$ cat src/rtl/pc_pkg.sv
// pc_pkg: shared definitions for the fetch-stage program counter.
//   br_type_e  - branch type encodings driven by decode
//   pc_state_e - state of the PC register FSM
//   pc_shift() - log2 of the instruction size, i.e. how far instruction
//                counts are shifted to become byte offsets
package pc_pkg;

  typedef enum logic [1:0] {
    BR_NONE   = 2'b00,
    BR_EQ     = 2'b01,
    BR_NE     = 2'b10,
    BR_ALWAYS = 2'b11
  } br_type_e;

  typedef enum logic [1:0] {
    BOOT = 2'b00,
    RUN  = 2'b01,
    PEND = 2'b10
  } pc_state_e;

  function automatic int pc_shift(input int instr_bytes);
    return $clog2(instr_bytes);
  endfunction

endpackage

$ cat src/rtl/pc_target_calc.sv
// pc_target_calc: purely combinational next-PC target generator.
// Builds the sequential, branch, absolute-jump and register-jump targets
// for the current pc and picks one by priority
// (jump_reg > jump > taken branch > sequential).
// Ports:
//   pc          in   current program counter
//   ctl_valid   in   control inputs qualify this pc (already gated by caller)
//   br_type     in   branch type (pc_pkg::br_type_e encoding)
//   zero_flag   in   ALU zero flag
//   jump        in   absolute jump
//   jump_reg    in   register jump
//   imm         in   branch offset in instructions, sign-extended
//   jidx        in   jump index in instructions
//   reg_target  in   register jump target
//   pc4         out  pc + INSTR_BYTES
//   target      out  priority-selected next pc
//   taken       out  a redirect is selected
//   misaligned  out  reg_target has nonzero bits below instruction alignment
module pc_target_calc
  import pc_pkg::*;
#(
  parameter int ADDR_W      = 32,
  parameter int IMM_W       = 16,
  parameter int JIDX_W      = 26,
  parameter int INSTR_BYTES = 4
) (
  input  logic [ADDR_W-1:0] pc,
  input  logic              ctl_valid,
  input  logic [1:0]        br_type,
  input  logic              zero_flag,
  input  logic              jump,
  input  logic              jump_reg,
  input  logic [IMM_W-1:0]  imm,
  input  logic [JIDX_W-1:0] jidx,
  input  logic [ADDR_W-1:0] reg_target,
  output logic [ADDR_W-1:0] pc4,
  output logic [ADDR_W-1:0] target,
  output logic              taken,
  output logic              misaligned
);

  localparam int SHIFT = pc_shift(INSTR_BYTES);

  // Masks rather than slices so that SHIFT == 0 and
  // ADDR_W == JIDX_W + SHIFT both stay legal without empty ranges.
  localparam logic [ADDR_W-1:0] LOW_MASK = ADDR_W'(INSTR_BYTES - 1);
  localparam logic [ADDR_W-1:0] HI_MASK  =
    ~((ADDR_W'(1) << (JIDX_W + SHIFT)) - ADDR_W'(1));

  logic [ADDR_W-1:0] br_tgt;
  logic [ADDR_W-1:0] j_tgt;
  logic [ADDR_W-1:0] r_tgt;
  logic              br_cond;

  assign pc4        = pc + ADDR_W'(INSTR_BYTES);
  assign br_tgt     = pc4 + (ADDR_W'($signed(imm)) << SHIFT);
  assign j_tgt      = (pc4 & HI_MASK) | (ADDR_W'(jidx) << SHIFT);
  assign r_tgt      = reg_target & ~LOW_MASK;
  assign misaligned = |(reg_target & LOW_MASK);

  // Branch condition from the branch type and the ALU zero flag.
  always_comb begin
    br_cond = 1'b0;
    case (br_type_e'(br_type))
      BR_EQ:     br_cond = zero_flag;
      BR_NE:     br_cond = ~zero_flag;
      BR_ALWAYS: br_cond = 1'b1;
      default:   br_cond = 1'b0;
    endcase
  end

  assign taken = ctl_valid & (jump_reg | jump | br_cond);

  // Priority target select; falls through to pc4 when nothing redirects.
  always_comb begin
    target = pc4;
    if (ctl_valid && jump_reg)     target = r_tgt;
    else if (ctl_valid && jump)    target = j_tgt;
    else if (ctl_valid && br_cond) target = br_tgt;
  end

endmodule

$ cat src/rtl/next_pc_unit.sv
// next_pc_unit: registered program counter for the fetch stage.
// Presents pc to instruction memory with a valid/ready handshake, advances
// it on each accepted fetch, and holds a redirect that shows up while fetch
// is stalled until the fetch is finally accepted.
// Ports:
//   clk, reset    clock (rising edge), async active-high reset
//   fetch_ready   in   instruction memory accepts current pc
//   ctl_valid     in   control inputs valid for current pc
//   br_type, zero_flag, jump, jump_reg, imm, jidx, reg_target
//                 in   redirect controls and operands
//   pc            out  current pc (registered)
//   pc_valid      out  pc presented to fetch
//   pc_plus       out  pc + INSTR_BYTES
//   taken         out  redirect selected this cycle
//   misalign_err  out  sticky: misaligned register jump applied
//   proto_err     out  sticky: ctl_valid seen while a redirect was pending
module next_pc_unit
  import pc_pkg::*;
#(
  parameter int                 ADDR_W       = 32,
  parameter int                 IMM_W        = 16,
  parameter int                 JIDX_W       = 26,
  parameter int                 INSTR_BYTES  = 4,
  parameter logic [ADDR_W-1:0]  RESET_VECTOR = 32'h0040_0000
) (
  input  logic              clk,
  input  logic              reset,
  input  logic              fetch_ready,
  input  logic              ctl_valid,
  input  logic [1:0]        br_type,
  input  logic              zero_flag,
  input  logic              jump,
  input  logic              jump_reg,
  input  logic [IMM_W-1:0]  imm,
  input  logic [JIDX_W-1:0] jidx,
  input  logic [ADDR_W-1:0] reg_target,
  output logic [ADDR_W-1:0] pc,
  output logic              pc_valid,
  output logic [ADDR_W-1:0] pc_plus,
  output logic              taken,
  output logic              misalign_err,
  output logic              proto_err
);

  pc_state_e         state_q;
  pc_state_e         state_d;
  logic [ADDR_W-1:0] pc_q;
  logic [ADDR_W-1:0] pending_q;
  logic [ADDR_W-1:0] target;
  logic              misaligned;
  logic              sel_valid;
  logic              fire;

  // Control inputs only steer the PC in RUN; in BOOT and PEND they are
  // not allowed to select a new target.
  assign sel_valid = ctl_valid & (state_q == RUN);

  pc_target_calc #(
    .ADDR_W      (ADDR_W),
    .IMM_W       (IMM_W),
    .JIDX_W      (JIDX_W),
    .INSTR_BYTES (INSTR_BYTES)
  ) u_calc (
    .pc         (pc_q),
    .ctl_valid  (sel_valid),
    .br_type    (br_type),
    .zero_flag  (zero_flag),
    .jump       (jump),
    .jump_reg   (jump_reg),
    .imm        (imm),
    .jidx       (jidx),
    .reg_target (reg_target),
    .pc4        (pc_plus),
    .target     (target),
    .taken      (taken),
    .misaligned (misaligned)
  );

  assign pc       = pc_q;
  assign pc_valid = (state_q != BOOT);
  assign fire     = pc_valid & fetch_ready;

  // State register.
  always_ff @(posedge clk or posedge reset) begin
    if (reset) state_q <= BOOT;
    else       state_q <= state_d;
  end

  // Next state: BOOT lasts exactly one cycle; a redirect that cannot be
  // fetched this cycle parks in PEND until the fetch is accepted.
  always_comb begin
    state_d = state_q;
    case (state_q)
      BOOT:    state_d = RUN;
      RUN:     if (!fire && taken) state_d = PEND;
      PEND:    if (fire) state_d = RUN;
      default: state_d = BOOT;
    endcase
  end

  // PC, pending target and sticky error flags. target already equals pc4
  // when nothing is taken, so RUN can load it unconditionally on fire.
  always_ff @(posedge clk or posedge reset) begin
    if (reset) begin
      pc_q         <= RESET_VECTOR;
      pending_q    <= '0;
      misalign_err <= 1'b0;
      proto_err    <= 1'b0;
    end else begin
      case (state_q)
        RUN: begin
          if (fire)       pc_q      <= target;
          else if (taken) pending_q <= target;
        end
        PEND: begin
          if (fire) pc_q <= pending_q;
        end
        default: ;
      endcase
      if (sel_valid && jump_reg && misaligned) misalign_err <= 1'b1;
      if (state_q == PEND && ctl_valid)        proto_err    <= 1'b1;
    end
  end

endmodule

$ cat config.mk
export PLATFORM = sky130hd
export DESIGN_NAME = next_pc_unit
export DESIGN_NICKNAME = d
export VERILOG_FILES = /design/src/rtl/pc_pkg.sv /design/src/rtl/pc_target_calc.sv /design/src/rtl/next_pc_unit.sv
export SDC_FILE = /design/constraint.sdc
export NUM_CORES = 1
export LEC_CHECK = 0
export CAP_MARGIN = 5
export CORE_ASPECT_RATIO = 1.1
export CORE_MARGIN = 10
export CORE_UTILIZATION = 50
export DETAILED_ROUTE_END_ITERATION = 8
export GPL_ROUTABILITY_DRIVEN = 0
export PLACE_DENSITY = 0.92
export SLEW_MARGIN = 15
export SYNTH_ARGS = -nofsm -noshare
export SYNTH_HDL_FRONTEND = slang
export SYNTH_SLANG_ARGS = --single-unit
$ cat constraint.sdc
create_clock -name clk -period 5.05 [get_ports clk]
set_clock_uncertainty 0.05 [all_clocks]
set_input_delay 1.01 -clock clk [delete_from_list [all_inputs] [get_ports clk]]
set_output_delay 1.01 -clock clk [all_outputs]
set_load 0.02 [all_outputs]
Word-level counts from Yosys, hierarchy flattened

Cells that the tools add are included.

Input bits: 83
Register bits: 68

Reduce and logical (&&, ||, !) cells: 14
Equal/unequal tests: 8
Bitwise gates (word level): 8
Muxes and demuxes: 10
Add/sub/neg operators: 2

Operator list:

| kind                                          | number |
|---|---|
| 2-to-1 mux 32 bit                             | 5 |
| one-hot mux 32 bit (2 select lines)           | 1 |
| adder 32 x 3 -> 32 bit, second input constant | 1 |
| adder 32 bit                                  | 1 |
| OR 32 x 28 -> 32 bit                          | 1 |
| == test 2 bit, second input constant          | 3 |
| logical AND 1 bit                             | 6 |
| one-hot mux 2 bit (3 select lines)            | 1 |
| AND reduction 3 bit                           | 2 |
| == test 2 x 1 -> 1 bit, second input constant | 2 |
| 2-to-1 mux 2 bit                              | 2 |
| != test 2 bit, second input constant          | 2 |
| nonzero test 2 bit                            | 2 |
| AND 1 bit                                     | 3 |
| one-hot mux 1 bit (3 select lines)            | 1 |
| logical NOT 2 bit                             | 1 |
| != test 2 x 1 -> 1 bit, second input constant | 1 |
| inverter 1 bit                                | 2 |
| OR 1 bit                                      | 2 |
| AND reduction 2 bit                           | 1 |
| OR reduction 2 bit                            | 1 |
| logical NOT 1 bit                             | 1 |

Logic depth before layout (Yosys ltp)

Depth in word-level cells: 8
Mapped depth: 17
Gate-level depth less buffers: 16

Cells and area by module

Synthesis repeated with hierarchy kept, for this count alone.

Cell total of the unflattened synthesis: 776
Area total of the unflattened synthesis: 6630.1 sq um

Modules (own cells, without submodules):

| module         | times used | area an instance (sq um) | cells an instance |
|---|---|---|---|
| next_pc_unit   | 1          | 3489.6                   | 304 |
| pc_target_calc | 1          | 3140.5                   | 472 |

Least setup slack after synthesis

No wires, ideal clock.

Path type: reg2reg
From: reg pc_q[4] (netlist: pc[4])
To: reg pc_q[28] (netlist: pc[28])
Arrival time: 4.126 ns
Setup time: 0.126 ns
Buffers on the path: 0
Slack: 0.748 ns
Stages on the path, launching flop included: 17
Data required time: 4.874 ns
Cells stage by stage: dfrtp_1 > and3_1 > nand3_1 > nor2_1 > nand3_1 > xnor2_1 > ha_1 > a21oi_1 > o21ai_0 > a21o_1 > a21oi_2 > o21ai_2 > nor3b_1 > o311a_1 > or4_1 > and3_1 > a221o_1

Cells in the longest elaborated chain, start to end: 7

Ends and longest elaborated chain:

| what                                | RTL line             | source |
|---|---|---|
| start: declaration                  | next_pc_unit.sv:47   | `logic [ADDR_W-1:0] pc_q;` |
| start signal: assignment            | next_pc_unit.sv:112  | `if (fire) pc_q <= target;` |
| start signal: assignment            | next_pc_unit.sv:116  | `if (fire) pc_q <= pending_q;` |
| adder 32 x 3 -> 32 bit              | pc_target_calc.sv:55 | `assign pc4 = pc + ADDR_W'(INSTR_BYTES);` |
| net pc_plus[13]                     | next_pc_unit.sv:39   | `output logic [ADDR_W-1:0] pc_plus,` |
| adder 32 bit                        | pc_target_calc.sv:56 | `assign br_tgt = pc4 + (ADDR_W'($signed(imm)) << SHIFT);` |
| 2-to-1 mux 32 bit                   | pc_target_calc.sv:79 | `else if (ctl_valid && br_cond) target = br_tgt;` |
| 2-to-1 mux 32 bit                   | pc_target_calc.sv:78 | `else if (ctl_valid && jump) target = j_tgt;` |
| 2-to-1 mux 32 bit                   | pc_target_calc.sv:77 | `if (ctl_valid && jump_reg) target = r_tgt;` |
| 2-to-1 mux 32 bit                   | next_pc_unit.sv:112  |  |
| one-hot mux 32 bit (2 select lines) | next_pc_unit.sv:110  | `case (state_q)` |

The timed path passes the listed nets, and every way through them passes these cells. The select of a mux whose other input is x is not followed.
A chain may end at the register's enable or synchronous reset.

Worst setup path after layout

From: reg pc_q[5] (netlist: pc[5])
To: reg pc_q[28] (netlist: pc[28])

Cells in the longest elaborated chain, start to end: 7

Ends and longest elaborated chain:

| what                                    | RTL line |
|---|---|
| adder 32 x 3 -> 32 bit (*)              | pc_target_calc.sv:55 |
| adder 32 bit                            | pc_target_calc.sv:56 |
| 2-to-1 mux 32 bit                       | pc_target_calc.sv:79 |
| 2-to-1 mux 32 bit (*)                   | pc_target_calc.sv:78 |
| 2-to-1 mux 32 bit (*)                   | pc_target_calc.sv:77 |
| 2-to-1 mux 32 bit (*)                   | next_pc_unit.sv:112 |
| one-hot mux 32 bit (2 select lines) (*) | next_pc_unit.sv:110 |

Every way passes the cells marked *; elsewhere a longest branch is shown, timed or not. The select of a mux whose other input is x is not followed.

==> out/results.txt <==
Status = finished clean
Worst hold-check path type = reg2reg
Number of fill cells = 807
Top delay family on crit path = simple AND/OR/NAND/NOR gates
TNS Setup = 0 ns
Slowest stage delay, CP = 0.48 ns
H-tree levels = 3
Clk buf depth = 2
Synth cell types = 59
Top-level I/O count = 151
Antenna Nets Post-Route = 0
Total GRT Usage = 24.5%
Sequential standard cell area = 1700 sq um
Initial antenna violation count = 0
Vias in the first global route = 5726
Period Utilization, post-route = 88.2%
R2r worst-path depth = 16
Overall power = 4.78 mW
FMAX = 224 MHz
Placement row count = 40
Clock slew at reported path FFs = 0.05 ns
Min Tclk post-route = 4.45 ns
Post-DP HPWL = 15500 um
Largest net degree at the start of global routing = 41
Critical path fanouts, max = 6
Via density = 6.25
Chip Width = 121 um
Hold depth = 2
Core Area = 11000 sq um
Vias = 6190
Net Count, Synth = 823
Multi-input gate area = 3690 sq um
Clock sinks = 68
Input/output buffers = 150
Grt total ovfl = 0
Die height = 131 um
Crit path cell chain = and3_1 > nand3_1 > nor2_1 > nand3_1 > xnor2_1 > ha_1 > a21oi_1 > o21ai_0 > a21o_1 > a21oi_2 > o21ai_2 > nor3b_1 > o311a_1 > or4_1 > and3_1 > a221o_1
Post-CTS setup buffer count = 0
First-pass GRT wire length = 31500 um
Maximum vdd drop = 0.389 mV
Crit end category = flop
Post-synthesis cell area = 5620 sq um
Share of layout cells above drive strength 1 = 5.69%
Cts bufs inserted = 9
PD cells = 637 nW/um^2
CTS tree = yes
Nets = 958
Resize count post-CTS = 0
Slowest CP cell = dfrtp_1
Avg Synthesized Cell Area = 7.99 sq um
CP Depth = 16
Yosys reg bits = 68
Syn. warnings = 0
Seq/Total Area, Yosys = 30.3%
Hold Violations, Final = 0
Initial DRC Count = 777
Slew at the pin closest to its max-slew limit = 0.982 ns
DRT Wirelength = 20200 um
# DRC = 0
Async set-reset flop share out of synthesis = 100%
Synth Flop Type = dfrtp_1
Max-slew violation count = 0
Max-Cap Viols = 0
Lkg Pwr = 3.25 nW
Post-Synthesis Cells = 703
Die footprint = 15900 sq um
CP Data Required Time = 5.22 ns
Buf/Inv on CP = 0
RSZ-0062 raised after global routing = false
Hold Buf Count CTS = 0
Area grow syn2layout = 33.6%
Routed len/inst = 20.4 um
Crit Path Class = reg2reg
Final setup vio count = 0
Initial Util = 51.3%
Root Driver = clkbuf_16
First drt pass iteration count = 5
Rel. slew slack = 34.4%
CP arrival = 4.62 ns
CP Launch Type = flop
Antenna diode count = 0
Number of synthesized flops with an enable pin = 0
Clock latency on the worst-skew pair = 0.33 ns
## registers in the layout, summed over array words and instances (netlist names)
register and flops:
state_q 2, misalign_err 1, pending_q 32, proto_err 1, pc 32
## where the power goes
| group | leakage [nW] | switching (mW) | internal, mW |
|---|---|---|---|
| clock network | 0.159 | 0.222 | 0.442 |
| logic | 2.25 | 1.80 | 1.28 |
| registers | 0.837 | 0.258 | 0.781 |
## layout make-up
cell class	instances	area share, %
multi-input combinational	590	49.2
inverter	9	0.450
tap	147	2.45
timing repair buffer	160	21.0
clock inverter	5	1.00
sequential	68	22.7
clock buffer	11	3.23
## logic make-up after synthesis
family	count (synthesis)	share of synthesized area [%]
buffers and inverters	45	4.08
AOI/OAI and AO/OA	247	27.3
DFF	68	30.3
muxes	9	1.69
xor gates and xnor gates	50	7.80
adders and majority gates	37	8.37
and+or+nand+nor	247	20.4
## cells in the final DEF (no fill, tap or decap), drive strengths merged, types with 11 or more instances in the layout
| master | n |
|---|---|
| xnor2 | 26 |
| nand4 | 11 |
| a211oi | 12 |
| ha | 36 |
| and3 | 26 |
| nand2 | 101 |
| clkbuf | 11 |
| xor2 | 24 |
| clkdlybuf4s50 | 150 |
| o21ai | 77 |
| dfrtp | 67 |
| a21oi | 66 |
| nand3 | 27 |
| nor2 | 49 |
| a21o | 23 |
## layer usage
layer | vias up | wire length [um] | GRT usage [%]
met5 | - | 0 | 0
met4 | 0 | 800 | 10.2
met3 | 57 | 2110 | 5.40
met2 | 368 | 9440 | 38.8
met1 | 2904 | 7840 | 31.3
li1 | 2861 | - | -
## worst register-to-register path, stage by stage (launching register included)
cell and delay [ns]:
dfrtp_1 0.48, and3_1 0.26, nand3_1 0.25, nor2_1 0.24, nand3_1 0.11, xnor2_1 0.37, ha_1 0.34, a21oi_1 0.16
o21ai_0 0.13, a21o_1 0.19, a21oi_2 0.22, o21ai_2 0.12, nor3b_1 0.15, o311a_1 0.30, or4_1 0.46, and3_1 0.19
a221o_1 0.32
## synthesized netlist by cell type (all sizes together), types with 5 or more instances
cell type,instances,area [sq um]
a21o,23,178
o21ai,77,389
xnor2,26,228
and3,26,164
nand4,11,68.8
o211ai,10,75.1
inv,9,33.8
clkbuf,31,146
xor2,24,210
mux2i,5,50.1
dfrtp,67,1680
nor3,6,30.0
a31oi,10,62.6
ha,36,450
nor2b,6,37.5
nor2,49,184
nand2,101,379
a211oi,12,95.1
a21oi,66,334
buf,5,48.8
nand3,27,135
o221ai,7,61.3
o22ai,8,50.1
## path summary, 6_finish.rpt
kind	startpoint	end	slack, ns
worst max register to register	pc[5]	pc[28]	0.60
min in group asynchronous	reset	pending_q[26]	1.13
max in group asynchronous	reset	pending_q[6]	2.92
worst min register to register	pending_q[0]	pending_q[0]	0.42
worst min-delay path	pending_q[0]	pending_q[0]	0.42
worst max-delay path	pc[5]	pc[28]	0.60
## per-stage QoR
| step | utilization [%] | cells | worst slack (ns) | instance area [sq um] | hold WS, ns |
|---|---|---|---|---|---|
| floorplan | - | 703 | 0.748 | 5620 | 0.389 |
| global placement | 65.6 | 974 | 0.463 | 7190 | 0.390 |
| detailed placement | 65.6 | 974 | 0.405 | 7190 | 0.411 |
| CTS | 68.5 | 990 | 0.674 | 7510 | 0.422 |
| global route | 68.5 | 990 | 0.334 | 7510 | 0.428 |
| finish | 68.5 | 990 | 0.595 | 7510 | 0.419 |
(Power assumes the default switching activity.)
